<file path="src/rtl/wrr_slice_arbiter.sv">
// Weighted round-robin arbiter with per-requester run-time slice quotas and a registered one-hot grant.
// Define ARB_LOCK_EN to let lock[owner] hold off quota expiry.
module wrr_slice_arbiter #(
    parameter int N_REQ     = 4,
    parameter int QW        = 4,
    parameter int DEF_QUOTA = 4
) (
    input  logic                       clk,
    input  logic                       reset,
    input  logic [N_REQ-1:0]           req,
    input  logic [N_REQ-1:0]           lock,
    input  logic                       cfg_we,
    input  logic [$clog2(N_REQ)-1:0]   cfg_id,
    input  logic [QW-1:0]              cfg_quota,
    output logic [N_REQ-1:0]           grant,
    output logic                       grant_valid,
    output logic [$clog2(N_REQ)-1:0]   grant_id,
    output logic                       slice_end
);

    localparam int IW = $clog2(N_REQ);

    localparam logic IDLE = 1'b0;
    localparam logic OWN  = 1'b1;

    logic              state;
    logic [IW-1:0]     ptr;
    logic [IW-1:0]     idx;
    logic [IW-1:0]     winner;
    logic [IW-1:0]     next_ptr;
    logic [QW-1:0]     cnt;
    logic [QW-1:0]     limit;
    logic [QW-1:0]     quota [N_REQ];
    logic [N_REQ-1:0]  cand;
    logic              found;
    logic              owner_req;
    logic              expire;
    logic              lock_hold;
    logic              take_grant;
    logic              release_idle;

    // A stored quota of zero still grants a single cycle.
    function automatic logic [QW-1:0] eff_quota(input logic [QW-1:0] q);
        return (q == '0) ? QW'(1) : q;
    endfunction

    // The owner is masked out, so "found" means another requester is waiting.
    always_comb begin
        cand   = req & ~grant;
        found  = 1'b0;
        winner = '0;
        idx    = '0;
        for (int i = 0; i < N_REQ; i++) begin
            idx = IW'((int'(ptr) + i) % N_REQ);
            if (!found && cand[idx]) begin
                found  = 1'b1;
                winner = idx;
            end
        end
    end

    assign next_ptr  = (winner == IW'(N_REQ - 1)) ? '0 : winner + 1'b1;
    assign owner_req = req[grant_id];
    assign expire    = (cnt == limit - 1'b1);

`ifdef ARB_LOCK_EN
    assign lock_hold = lock[grant_id];
`else
    // lock is accepted but has no effect in this build.
    assign lock_hold = (|lock) & 1'b0;
`endif

    assign take_grant   = found && ((state == IDLE) ||
                                    !owner_req || (expire && !lock_hold));
    assign release_idle = (state == OWN) && !owner_req && !found;
    assign slice_end    = (state == OWN) &&
                          (!owner_req || (expire && found && !lock_hold));

    always_ff @(posedge clk) begin
        if (reset) begin
            state       <= IDLE;
            grant       <= '0;
            grant_valid <= 1'b0;
            grant_id    <= '0;
            ptr         <= '0;
            cnt         <= '0;
            limit       <= QW'(1);
            for (int i = 0; i < N_REQ; i++) begin
                quota[i] <= QW'(DEF_QUOTA);
            end
        end else begin
            // Nonblocking write: a slice starting on this same edge sees the old quota.
            if (cfg_we && (int'(cfg_id) < N_REQ)) begin
                quota[cfg_id] <= cfg_quota;
            end

            if (take_grant) begin
                state       <= OWN;
                grant       <= N_REQ'(1) << winner;
                grant_valid <= 1'b1;
                grant_id    <= winner;
                ptr         <= next_ptr;
                cnt         <= '0;
                limit       <= eff_quota(quota[winner]);
            end else if (release_idle) begin
                state       <= IDLE;
                grant       <= '0;
                grant_valid <= 1'b0;
                grant_id    <= '0;
                cnt         <= '0;
            end else if (state == OWN) begin
                // At the last slice cycle with a contender, cnt only gets here when locked; it holds.
                if (expire) begin
                    if (!found) begin
                        cnt   <= '0;
                        limit <= eff_quota(quota[grant_id]);
                    end
                end else begin
                    cnt <= cnt + 1'b1;
                end
            end else begin
                cnt <= '0;
            end
        end
    end

endmodule

</file>
<file path="config.mk">
export PLATFORM = sky130hd
export DESIGN_NAME = wrr_slice_arbiter
export DESIGN_NICKNAME = d
export VERILOG_FILES = /design/src/rtl/wrr_slice_arbiter.sv
export SDC_FILE = /design/constraint.sdc
export NUM_CORES = 1
export LEC_CHECK = 0
export CAP_MARGIN = 15
export CELL_PAD_IN_SITES_DETAIL_PLACEMENT = 1
export CELL_PAD_IN_SITES_GLOBAL_PLACEMENT = 2
export CORE_ASPECT_RATIO = 0.8
export CORE_UTILIZATION = 35
export CTS_CLUSTER_DIAMETER = 150
export DETAILED_ROUTE_END_ITERATION = 10
export PLACE_DENSITY = 0.83
export SETUP_SLACK_MARGIN = 0.5
export SLEW_MARGIN = 0
export SYNTH_ARGS = -nofsm -noshare
export SYNTH_HDL_FRONTEND = slang
export SYNTH_SLANG_ARGS = --single-unit
</file>
<file path="constraint.sdc">
create_clock -name clk -period 2.8 [get_ports clk]
set_input_delay 0.42 -clock clk [delete_from_list [all_inputs] [get_ports clk]]
set_output_delay 0.42 -clock clk [all_outputs]
set_load 0.01 [all_outputs]
</file>
# Yosys cells after proc, flatten, opt, wreduce, memory -nomap -nowiden
# Memory sizes are Yosys's and may differ from the RTL's. A register that Yosys moved wholly into a read port is not among the register bits.
# Index checks and enable logic that the tools add are counted.
totals:
  inputBits: 17
  regBits: 17
  output_inout_bits: 8
  mem_count: 1
  elab_cells: 95
  ramBits: 16
memory_table:
  columns: ["memory", "depth", "width", "rd", "rd_ports_with_merged_regs", "write_ports", "line_no", "text"]
  rows:
  - ["quota", 4, 4, 2, 1, 4, "33", "logic [QW-1:0] quota [N_REQ];"]
op_classes:
  eq_ne: 5
  n_mux: 44
  reduce_logical: 24
  n_addsub: 6
  n_bitwise: 3
  magnitude_cmp: 5
  shifts: 1
op_table:
  columns: ["operator", "n"]
  rows:
  - ["$mux W4", 12]
  - ["$mux W2", 10]
  - ["$mux W1", 17]
  - ["$lt A2 B3 Y1 const B", 5]
  - ["$bmux W1 S2", 5]
  - ["$logic_and A1 B1 Y1", 8]
  - ["$logic_not A4 Y1", 2]
  - ["$reduce_or A4 Y1", 2]
  - ["$reduce_bool A2 Y1", 3]
  - ["$logic_not A1 Y1", 5]
  - ["$add A2 B1 Y2 const B", 2]
  - ["$add A2 B2 Y2 const B", 2]
  - ["$add A4 B1 Y4 const B", 1]
  - ["$and A4 B4 Y4", 1]
  - ["$eq A4 B4 Y1", 1]
  - ["$ne A2 B2 Y1 const B", 2]
  - ["$not A4 Y4", 1]
  - ["$reduce_and A4 Y1", 1]
  - ["$shl A1 B2 Y4 const A", 1]
  - ["$sub A4 B1 Y4 const B", 1]
  - ["$logic_or A1 B1 Y1", 3]
  - ["$eq A2 B2 Y1 const B", 1]
  - ["$ne A2 B1 Y1 const B", 1]
  - ["$not A1 Y1", 1]

# Depth between registers and ports, before layout
# Gate-level depths: netlist (run 1).
logic_depth:
  ltp_word: 20
  ltp_mapped: 10
  mapped_depth_nobuf: 9

# Least setup slack after synthesis (run 1)
# No wires, ideal clock.
synth_path:
  path_type: "register to register"
  startpoint: "register limit[0]"
  endpoint: "register limit[0]"
  arrival_time_ps: 1934
  path_stages_with_launch: 10
  slack_ps: 734
  period_less_slack_ps: 2066
  cell_sequence: "dfxtp_1 -> inv_1 -> ha_1 -> xnor2_1 -> nor2_1 -> nand3_1 -> a31oi_1 -> nor2_1 -> a311oi_1 -> a31oi_1"
synth_between:
  elab_chain_cells: 6
synth_lines:
  columns: ["item", "line_no", "text"]
  rows:
  - ["start, declared", "32", "logic [QW-1:0] limit;"]
  - ["start signal, assigned", "104", "limit <= eff_quota(quota[winner]);"]
  - ["start signal, assigned", "116", "limit <= eff_quota(quota[grant_id]);"]
  - ["$sub A4 B1 Y4 *", "64", "assign expire = (cnt == limit - 1'b1);"]
  - ["$eq A4 B4 Y1 *", "64", null]
  - ["$logic_or A1 B1 Y1", "74", "!owner_req || (expire && !lock_hold));"]
  - ["$logic_and A1 B1 Y1", "73", "assign take_grant = found && ((state == IDLE) ||"]
  - ["$ne A2 B2 Y1 (no line) (tied with other cells)", null, null]
  - ["$reduce_and A4 Y1 (no line)", null, null]
# Mark *: on every way between the ends. The rest lies on a longest branch, timed or not.
# A chain may end at the register's enable or synchronous reset.

# Worst setup path after layout (run 1)
layout_path:
  startpoint: "input port req[3]"
  endpoint: "register limit[0]"
layout_between:
  elab_chain_cells: 17
layout_lines:
  columns: ["item", "line_no", "text"]
  rows:
  - ["start, declared", "10", "input logic [N_REQ-1:0] req,"]
  - ["$and A4 B4 Y4", "49", "cand = req & ~grant;"]
  - ["$bmux W1 S2", "55", "if (!found && cand[idx]) begin"]
  - ["$mux W1 (not written as such)", "55", null]
  - ["$mux W1", "55", null]
  - ["$logic_not A1 Y1", "55", null]
  - ["$logic_and A1 B1 Y1", "55", null]
  - ["$mux W1", "55", null]
  - ["$logic_not A1 Y1", "55", null]
  - ["$logic_and A1 B1 Y1", "55", null]
  - ["$mux W1", "55", null]
  - ["$logic_not A1 Y1", "55", null]
  - ["$logic_and A1 B1 Y1", "55", null]
  - ["$mux W2 / $mux W1 (equally long branches)", "55", null]
  - ["$mem_v2 Z4 W4 / $logic_not A1 Y1 (equally long branches)", null, null]
  - ["$logic_not A4 Y1 / $logic_and A1 B1 Y1 (equally long branches)", "44, 75", null]
  - ["$mux W4 / $ne A2 B2 Y1 (equally long branches)", null, null]
  - ["$mux W4 / $reduce_and A4 Y1 (equally long branches)", null, null]
# Several ways; a longest one is shown, not always the timed one. The select of a mux whose other input is x is not followed.

==> flow_metrics.tcl, run 1 <==
set metrics [dict create \
    synth_fa_ha_area_share_pct 3.91 \
    violations "design-rule violations" \
    cts_tree "built" \
    sw_frac_of_total_pct 39.1 \
    yosysSeqAreaShare_pct 44.8 \
    gp_congestion 0.784 \
    peakVddDrop_mv 0.275 \
    antenna_found_initial 0 \
    avgSynthCellArea_um2 10.2 \
    drv_cap 0 \
    crit_path_max_fanout 7 \
    ys_ff_latch 35 \
    grt_use_total_pct 19.5 \
    fillCellCount 561 \
    net-switching-power_mw 0.974 \
    die_w_um 84.8 \
    synthDistinctLibCells 42 \
    cp_data_arrival_time_ns 2.40 \
    busiest_layer "met2" \
    synthSimpleGateAreaFrac_pct 22.8 \
    seq_power_share_pct 30.3 \
    synth_ff_type "dfxtp_1" \
    clk_pin_slew_ns 0.08 \
    crit_type "in -> reg" \
    port-buffer-count 20 \
    regArea_um2 863 \
    drv_slew 0 \
    finalPower_mw 2.49 \
    multiInputGateArea_um2 1060 \
    grtUsageMet3_pct 4.10 \
    cts_buffers 5 \
    synthesis.area_um2 1920 \
    synthMuxAreaShare_pct 5.86 \
    first_pass_iters 7 \
    vias 1646 \
    clkPwrFrac_pct 19.2 \
    yosys_warnings 0 \
    synth_edf_count 16 \
    core.rowCount 23 \
    crit_path_end_kind "flip-flop" \
    met2_usage_pct 35.5 \
    internal_power_mw 1.52 \
    layout-drive-gt1-share_pct 24.8 \
    pin_count 25 \
    dp_hpwl_mm 3.95 \
    yosys.area.top_type "edfxtp_1" \
    synth_top_area_share_pct 25.0 \
    layout_setup_ws_ns 0.573 \
    timing.final.crit_share_pct 79.5 \
    skew_ns 0.00976 \
    fin_tns_setup_ns 0 \
    fmax_mhz 449 \
    syn-num-nets 211 \
    n_antenna_cell 0 \
    grt_first_pass_wirelength_mm 8.45 \
    status "finished, violations left" \
    hold_buffers 0 \
    combPwrFrac_pct 50.5 \
    layout_common_cells "nor2_1 (17), dfxtp_1 (17), clkdlybuf4s50_1 (16), buf_4 (16), edfxtp_1 (16)" \
    worstPathRequired_ns 2.97 \
    setup_viol 0 \
    synth-compound-area-share_pct 17.1 \
    dp.cells 275 \
    syn_inst 188 \
    tightest_slew_ns 0.599 \
    wire_per_inst_um 18.6 \
    clock_latency_ns 0.30 \
    synth_top_family_by_area "simple AND/OR/NAND/NOR gates" \
    pre_cts_slack_ns 0.118 \
    die-area_um2 5790 \
    via_per_inst 5.64 \
    use_met1_pct 23.7 \
    grt_max_degree 17 \
    async_reset_ff_share_pct 0 \
    syn_to_final_growth_pct 28.7 \
    startpoint_type "input port" \
    layout.nets 252 \
    fin_cells 292 \
    timing_hold_violations_final 0 \
    htree_num_levels 2 \
    rsz0062_at_grt "no" \
    relSlewSlack_pct 60.0 \
    synth_xor_area_share_pct 2.74 \
    cts_buffer_depth 2 \
    wl_mm 5.44 \
    p_leak_nw 0.972 \
    grt-ovfl-total 0 \
    yosys-top-cells-area "edfxtp_1 (25%), dfxtp_1 (20%), mux4_2 (5.9%)" \
    clock-sinks 35 \
    cts_root_buffer "clkbuf_8" \
    drc 3 \
    start_util_pct 37.3 \
    grt_pass1_vias 1671 \
    hp-class "reg -> reg" \
    final.min_clock_period_ns 2.23 \
    drtIter0Drc 148 \
    ant_nets 0 \
    die_h_um 68.3 \
    coreArea_um2 5150 \
    p_per_area_nw_per_um2 1010 \
]
[flip-flops by register name (all words and copies together) (netlist names), named ones only]
| name | cells |
|---|---|
| ptr | 2 |
| cnt | 4 |
| grant | 4 |
| limit | 4 |
| state | 1 |
| grant_id | 2 |
| quota | 16 |
[critical path, cell delays in order]
cell	delay, ns
clkdlybuf4s50_1	0.41
nor2b_2	0.17
a311o_1	0.34
and2_4	0.22
clkinv_4	0.08
nand2_2	0.05
a32o_2	0.29
a311oi_2	0.29
a31oi_1	0.13
[through the flow]
step	utilization [%]	cell area, um2	hold slack, ns
after floorplan	-	1920	0.451
after global placement	43.3	2230	0.472
after detailed placement	43.3	2230	0.484
after CTS	46.6	2400	0.503
after global routing	48.0	2470	0.532
final	48.0	2470	0.498
[power groups by stage]
stage	logic, mW	clock network (mW)	registers, mW
2_1_floorplan	0.725	0	0.736
3_5_place_dp	1.05	0	0.761
5_1_grt	1.38	0.499	0.769
3_3_place_gp	1.01	0	0.752
4_1_cts	1.17	0.483	0.752
6_report	1.26	0.477	0.754
[timing repair]
item | 4_1_cts | 5_1_grt
pin swaps | 3 | 7
buffers inserted | 5 | 3
gates cloned | 0 | 1
resized for setup | 11 | 12
setup endpoints to repair | 3 | 15
[Yosys cell counts, types with 2 or more instances]
cell,n
a21oi_1,10
nand3_1,5
nor2b_1,4
a21boi_0,4
a31oi_1,2
nor3_1,5
nand2_1,16
a211o_1,3
ha_1,6
nand2b_1,8
o21ai_0,2
edfxtp_1,16
nor2_1,17
a211oi_1,2
nor3b_1,5
dfxtp_1,19
xor2_1,2
xnor2_1,4
or2_2,3
and3_1,3
a21oi_2,4
and2_1,12
mux4_2,5
inv_1,5
a22oi_1,5
buf_6,2
a311oi_1,2
nand3b_1,2
a32o_1,2
[metal layers]
metal	wire (um)	part of all wire [%]	vias to the layer above
li1	-	-	770
met2	2680	49	45
met3	234	4.3	11
met1	2420	44	820
met5	0	0	-
met4	105	1.9	0
[kinds of logic after synthesis]
group / Yosys count
multiplexers: 5
flip-flops: 35
AO/OA/AOI/OAI: 44
buffers and inverters: 9
adder cells (fa/ha/maj): 6
XOR/XNOR: 6
AND/OR/NAND/NOR: 83
[area by class of cell]
class,instances,share of cell area (%)
clock buffers,5,2.78
repair buffers,36,13.1
clock inverters,3,1.92
multi-input cells,145,43.1
flip-flops and latches,35,34.9
inverters,6,1.11
well taps,62,3.14
[worst paths after layout]
check                                      startpoint                     to  slack (ns)  depth (start not counted)
worst max-delay path                           req[3]  limit[0]$_SDFFE_PP1P_        0.57                          9
worst min-delay path            limit[3]$_SDFFE_PP0P_  limit[3]$_SDFFE_PP0P_        0.50                          2
worst max register to register  limit[1]$_SDFFE_PP0P_  limit[1]$_SDFFE_PP0P_        0.64                         11
worst min register to register  limit[3]$_SDFFE_PP0P_  limit[3]$_SDFFE_PP0P_        0.50                          2
(Power assumes the default switching activity.)
==> inputs of run 2 (changes only) <==
clock period = 2.1 ns   (was 2.8 ns; I/O delays follow)
==> run 2 against run 1 <==
Effect of this change: the run still ends with design-rule violations left; worst hold slack lost 0.011 ns; sequential cell count is the same; combinational power grew 100%; worst setup slack lost 0.50 ns; final cell count grew 7.9%; register-to-register slack lost 0.56 ns; global-route usage grew 2.0 points; die area is the same; total power grew 63%; sequential share of layout area shrank 4.6 points; critical endpoint is now slice_end; largest cell class unchanged; highest routed layer unchanged.
==> flow_metrics.tcl, run 2 (synthesis gave the netlist of run 1 again) <==
set metrics [dict create \
    crit_path_max_fanout 2 \
    port-buffer-count 20 \
    r2r_slack_ns 0.08 \
    violations "design-rule violations" \
    drv_cap 0 \
    wire_per_inst_um 18.7 \
    worstPathRequired_ns 1.78 \
    cts_buffers 5 \
    drtIter0Drc 71 \
    worst_hold_startpoint "cnt[3]$_SDFFE_PP0N_" \
    final_common_cell "buf_4" \
    tightest_slew_ns 0.349 \
    die-area_um2 5790 \
    ant_nets 0 \
    layout.nets 275 \
    multiInputGateArea_um2 1280 \
    grt_max_degree 17 \
    wl_mm 5.89 \
    setup_viol 0 \
    layout_common_cells "buf_4 (30), edfxtp_1 (16), nor2_1 (13), clkdlybuf4s50_1 (13)" \
    regArea_um2 875 \
    vias 1702 \
    first_pass_iters 9 \
    n_antenna_cell 0 \
    coreArea_um2 5150 \
    r2r-start "limit[0]$_SDFFE_PP1P_" \
    grt-ovfl-total 0 \
    fillCellCount 555 \
    htree_num_levels 2 \
    cp_data_arrival_time_ns 1.71 \
    drc 4 \
    p_leak_nw 1.13 \
    largest_reg_flops 16 \
    timing.final.crit_share_pct 96.6 \
    hold_buffers 0 \
    startpoint_type "flip-flop" \
    via_per_inst 5.40 \
    grt_pass1_vias 1819 \
    drv_slew 0 \
    clk_pin_slew_ns 0.07 \
    status "finished, violations left" \
    cts_tree "built" \
    min_path_cells 2 \
    final.min_clock_period_ns 2.03 \
    layout-drive-gt1-share_pct 48.2 \
    min_to "cnt[3]$_SDFFE_PP0N_" \
    dpl-instance-area_um2 2450 \
    fmax_mhz 493 \
    timing_hold_violations_final 0 \
    cts_root_buffer "clkbuf_8" \
    grt_first_pass_wirelength_mm 9.19 \
    regMostFlops "quota" \
    rr_worst_depth 10 \
    crit_type "reg -> out" \
    p_per_area_nw_per_um2 1400 \
    die_h_um 68.3 \
    relSlewSlack_pct 76.7 \
    cts_buffer_depth 2 \
    antenna_found_initial 0 \
    r2r_end "limit[3]$_SDFFE_PP0P_" \
    core.rowCount 23 \
    start_util_pct 37.3 \
    skew_ns 0.00646 \
    finalPower_mw 4.05 \
    grt_use_total_pct 21.5 \
    clock_latency_ns 0.29 \
    pin_count 25 \
    peakVddDrop_mv 0.553 \
    die_w_um 84.8 \
    stdcell_area_um2 2880 \
    dp_hpwl_mm 4.30 \
    gp_congestion 0.795 \
    crit_path_end_kind "output port" \
    syn_to_final_growth_pct 50.1 \
    rsz0062_at_grt "yes" \
    hp-class "reg -> reg" \
    clock-sinks 35 \
]
[run 2: changes by cell type in the layout (fill, tap and decap cells not counted), moves of 4 or more]
| cell | previous run | this run |
|---|---|---|
| dfxtp_2 | 2 | 8 |
| nor2_1 | 17 | 13 |
| dlygate4sd2_1 | 0 | 4 |
| buf_4 | 16 | 30 |
| a22oi_2 | 0 | 5 |
| buf_6 | 0 | 8 |
| a22oi_1 | 5 | 0 |
| dfxtp_1 | 17 | 10 |
[run 2: final cells by class]
cell class                 count  share of cell area, %
clock buffer                   8                   2.78
multi-input combinational    144                   44.3
timing repair buffer          60                   18.9
tap                           62                   2.69
inverter                       6                  0.955
sequential                    35                   30.3
[run 2: how the worst max path moves through the flow]
| stage | start | to | slack [ns] | depth (start not counted) |
|---|---|---|---|---|
| after detailed placement | req[2] | limit[3]$_SDFFE_PP0P_ | -0.39 | 9 |
| after floorplan | grant[1]$_SDFFE_PP0N_ | limit[0]$_SDFFE_PP1P_ | 0.16 | 9 |
| after global routing | limit[0]$_SDFFE_PP1P_ | slice_end | -0.01 | 8 |
| final | limit[0]$_SDFFE_PP1P_ | slice_end | 0.07 | 8 |
| after global placement | req[1] | limit[3]$_SDFFE_PP0P_ | -0.33 | 9 |
| after CTS | limit[1]$_SDFFE_PP0P_ | slice_end | 0.06 | 8 |
[run 2: per-stage QoR]
step           setup TNS, ns  setup WS [ns]  hold slack [ns]  util, %  cells
6_report                   0         0.0723            0.487     56.0    315
5_1_grt              -0.0113        -0.0113            0.534     56.0    315
4_1_cts                    0         0.0622            0.493     52.7    310
3_5_place_dp           -3.37         -0.387            0.480     47.6    294
3_3_place_gp           -2.31         -0.330            0.474     47.6    294
2_1_floorplan              0          0.164            0.394        -    188
[run 2: timing repair]
| item | CTS | global route |
|---|---|---|
| pin swaps | 16 | 23 |
| gates resized for setup | 43 | 34 |
| setup buffers | 8 | 5 |
| hold endpoints to repair | 0 | 0 |
| setup endpoints to repair | 24 | 31 |
[run 2: metal layers]
metal,part of all wire (%),up-vias,global-route usage (%)
met5,0,-,0
met4,1.2,0,7.84
met3,3.0,6,3.98
met2,51,30,40.0
met1,44,851,25.4
li1,-,815,-
[run 2: where the power goes]
group	total, mW	switching, mW	leakage [nW]	internal (mW)
clock	0.479	0.243	0.0395	0.236
sequential	1.04	0.173	0.315	0.862
combinational	2.54	1.18	0.776	1.36
total	4.05	1.60	1.13	2.45
[run 2: critical path: stages (launching register included)]
cell      delay, ns
dfxtp_2        0.34
buf_4          0.14
buf_4          0.14
xnor2_2        0.13
nor2_2         0.15
and3_4         0.23
nand2_4        0.06
a21boi_2       0.11
buf_2          0.13
==> inputs of run 3 (changes only) <==
CORE_MARGIN = 5   (was unset)
==> run 3 against run 2 <==
Effect of this change: the run now ends clean; final cell count grew 0.95%; total power fell by 4.7%; global-route usage is 6.2 points lower; count of clock-buffer cells in the layout shrank 3; critical path depth stayed put; clock skew is 0.0016 ns lower; worst hold slack better by 0.036 ns; clock power fell by 2%; sequential cell count unchanged; final area is 1.7% lower; register-to-register slack barely moved; largest power group unchanged.
==> flow_metrics.tcl, run 3 (synthesis gave the netlist of run 1 again) <==
set metrics [dict create \
    status "complete, no violations" \
    grt_max_degree 17 \
    port-buffer-count 20 \
    rr_worst_depth 10 \
    layout_common_cells "buf_4 (30), edfxtp_1 (16), nor2_1 (14), nand2_1 (14)" \
    layout.nets 275 \
    p_leak_nw 1.14 \
    grt_use_total_pct 15.4 \
    grt-ovfl-total 0 \
    cts_buffers 5 \
    clk_pin_slew_ns 0.07 \
    ant_nets 0 \
    startpoint_type "flip-flop" \
    drv_slew 0 \
    die_w_um 92.8 \
    skew_ns 0.00489 \
    drv_cap 0 \
    max_stage_delay_ns 0.34 \
    min_path_cells 2 \
    cp_cell_sequence "inv_2, ha_4, xnor2_1, nor2_1, and3_4, nand2_4, a21boi_2, buf_2" \
    grt_pass1_vias 1774 \
    r2r_end "limit[3]$_SDFFE_PP0P_" \
    r2r_slack_ns 0.08 \
    clock_latency_ns 0.28 \
    crit_path_max_fanout 2 \
    cts_tree "built" \
    wire_per_inst_um 16.6 \
    start_util_pct 35.7 \
    setup_viol 0 \
    finalPower_mw 3.86 \
    gp_congestion 0.796 \
    die-area_um2 7080 \
    min_to "cnt[3]$_SDFFE_PP0N_" \
    vias 1669 \
    wl_mm 5.27 \
    dp_hpwl_mm 3.88 \
    syn_to_final_growth_pct 47.6 \
    core.rowCount 24 \
    via_per_inst 5.25 \
    hp-class "reg -> reg" \
    fmax_mhz 493 \
    grt_first_pass_wirelength_mm 8.69 \
    cp_data_arrival_time_ns 1.71 \
    worst_hold_startpoint "cnt[3]$_SDFFE_PP0N_" \
    tightest_slew_ns 0.285 \
    final_common_cell "buf_4" \
    peakVddDrop_mv 0.362 \
    timing_hold_violations_final 0 \
    crit_type "reg -> out" \
    cts_buffer_depth 2 \
    layout-drive-gt1-share_pct 45.1 \
    drtIter0Drc 63 \
    antenna_found_initial 0 \
    largest_reg_flops 16 \
    rsz0062_at_grt "yes" \
    p_per_area_nw_per_um2 1360 \
    htree_num_levels 2 \
    final_core_util_pct 52.7 \
    worstPathRequired_ns 1.78 \
    regMostFlops "quota" \
    relSlewSlack_pct 81.0 \
    pin_count 25 \
    final.min_clock_period_ns 2.03 \
    crit_path_end_kind "output port" \
    clock-sinks 35 \
    cts_root_buffer "clkbuf_8" \
    coreArea_um2 5380 \
    stdcell_area_um2 2830 \
    n_antenna_cell 0 \
    r2r-start "limit[0]$_SDFFE_PP1P_" \
    timing.final.crit_share_pct 96.6 \
    critPathSlowestCell "dfxtp_2" \
    drc 0 \
    first_pass_iters 4 \
    die_h_um 76.3 \
    dpl-instance-area_um2 2460 \
]
-- run 3: how the worst max path moves through the flow --
stage	end	from	slack (ns)
2_1_floorplan	limit[0]$_SDFFE_PP1P_	grant[1]$_SDFFE_PP0N_	0.16
3_3_place_gp	limit[0]$_SDFFE_PP1P_	req[1]	-0.30
3_5_place_dp	limit[0]$_SDFFE_PP1P_	req[1]	-0.33
4_1_cts	slice_end	limit[0]$_SDFFE_PP1P_	0.06
5_1_grt	limit[3]$_SDFFE_PP0P_	limit[0]$_SDFFE_PP1P_	-0.01
6_report	slice_end	limit[0]$_SDFFE_PP1P_	0.07
-- run 3: area by class of cell --
cell class                 instances  area, um2
inverter                           6       27.5
clock inverter                     3       15.0
sequential                        35        876
tap                               65       81.3
fill                             604       2540
timing repair buffer              59        520
clock buffer                       5       68.8
multi-input combinational        145       1240
-- run 3: per-layer routing --
layer	track usage [%]	part of all wire, %
met2	25.3	49
met1	19.9	46
met5	0	0
met3	3.36	3.6
met4	4.98	1.2
-- run 3: stage by stage --
step / instances / setup TNS [ns] / worst slack (ns) / hold WS, ns
2_1_floorplan: 188 / 0 / 0.164 / 0.394
3_3_place_gp: 298 / -2.51 / -0.305 / 0.475
3_5_place_dp: 298 / -2.87 / -0.329 / 0.485
4_1_cts: 312 / 0 / 0.0612 / 0.497
5_1_grt: 318 / -0.0185 / -0.0129 / 0.550
6_report: 318 / 0 / 0.0718 / 0.523
-- run 3: where the power goes --
part	leakage [nW]	internal (mW)	switching (mW)
sequential	0.315	0.863	0.146
combinational	0.773	1.28	1.10
clock	0.0477	0.227	0.244
total	1.14	2.37	1.49
-- run 3: what timing repair did --
item                                    in CTS  in global routing
gates resized for setup                     30                 34
cloned                                       1                  0
hold buffers                                 0                  0
hold endpoints to repair                     0                  0
setup buffers                                5                  6
endpoints found under the setup margin      21                 23
pin swaps                                   13                 19
-- run 3: worst max-delay path: cells and delay by family, from the launching register on --
| family | cells | cell delay [ns] |
|---|---|---|
| AND/OR/NAND/NOR | 3 | 0.44 |
| flip-flops | 1 | 0.34 |
| XOR/XNOR | 1 | 0.13 |
| AO/OA/AOI/OAI | 1 | 0.12 |
| adder cells (fa/ha/maj) | 1 | 0.23 |
| buffers and inverters | 2 | 0.17 |
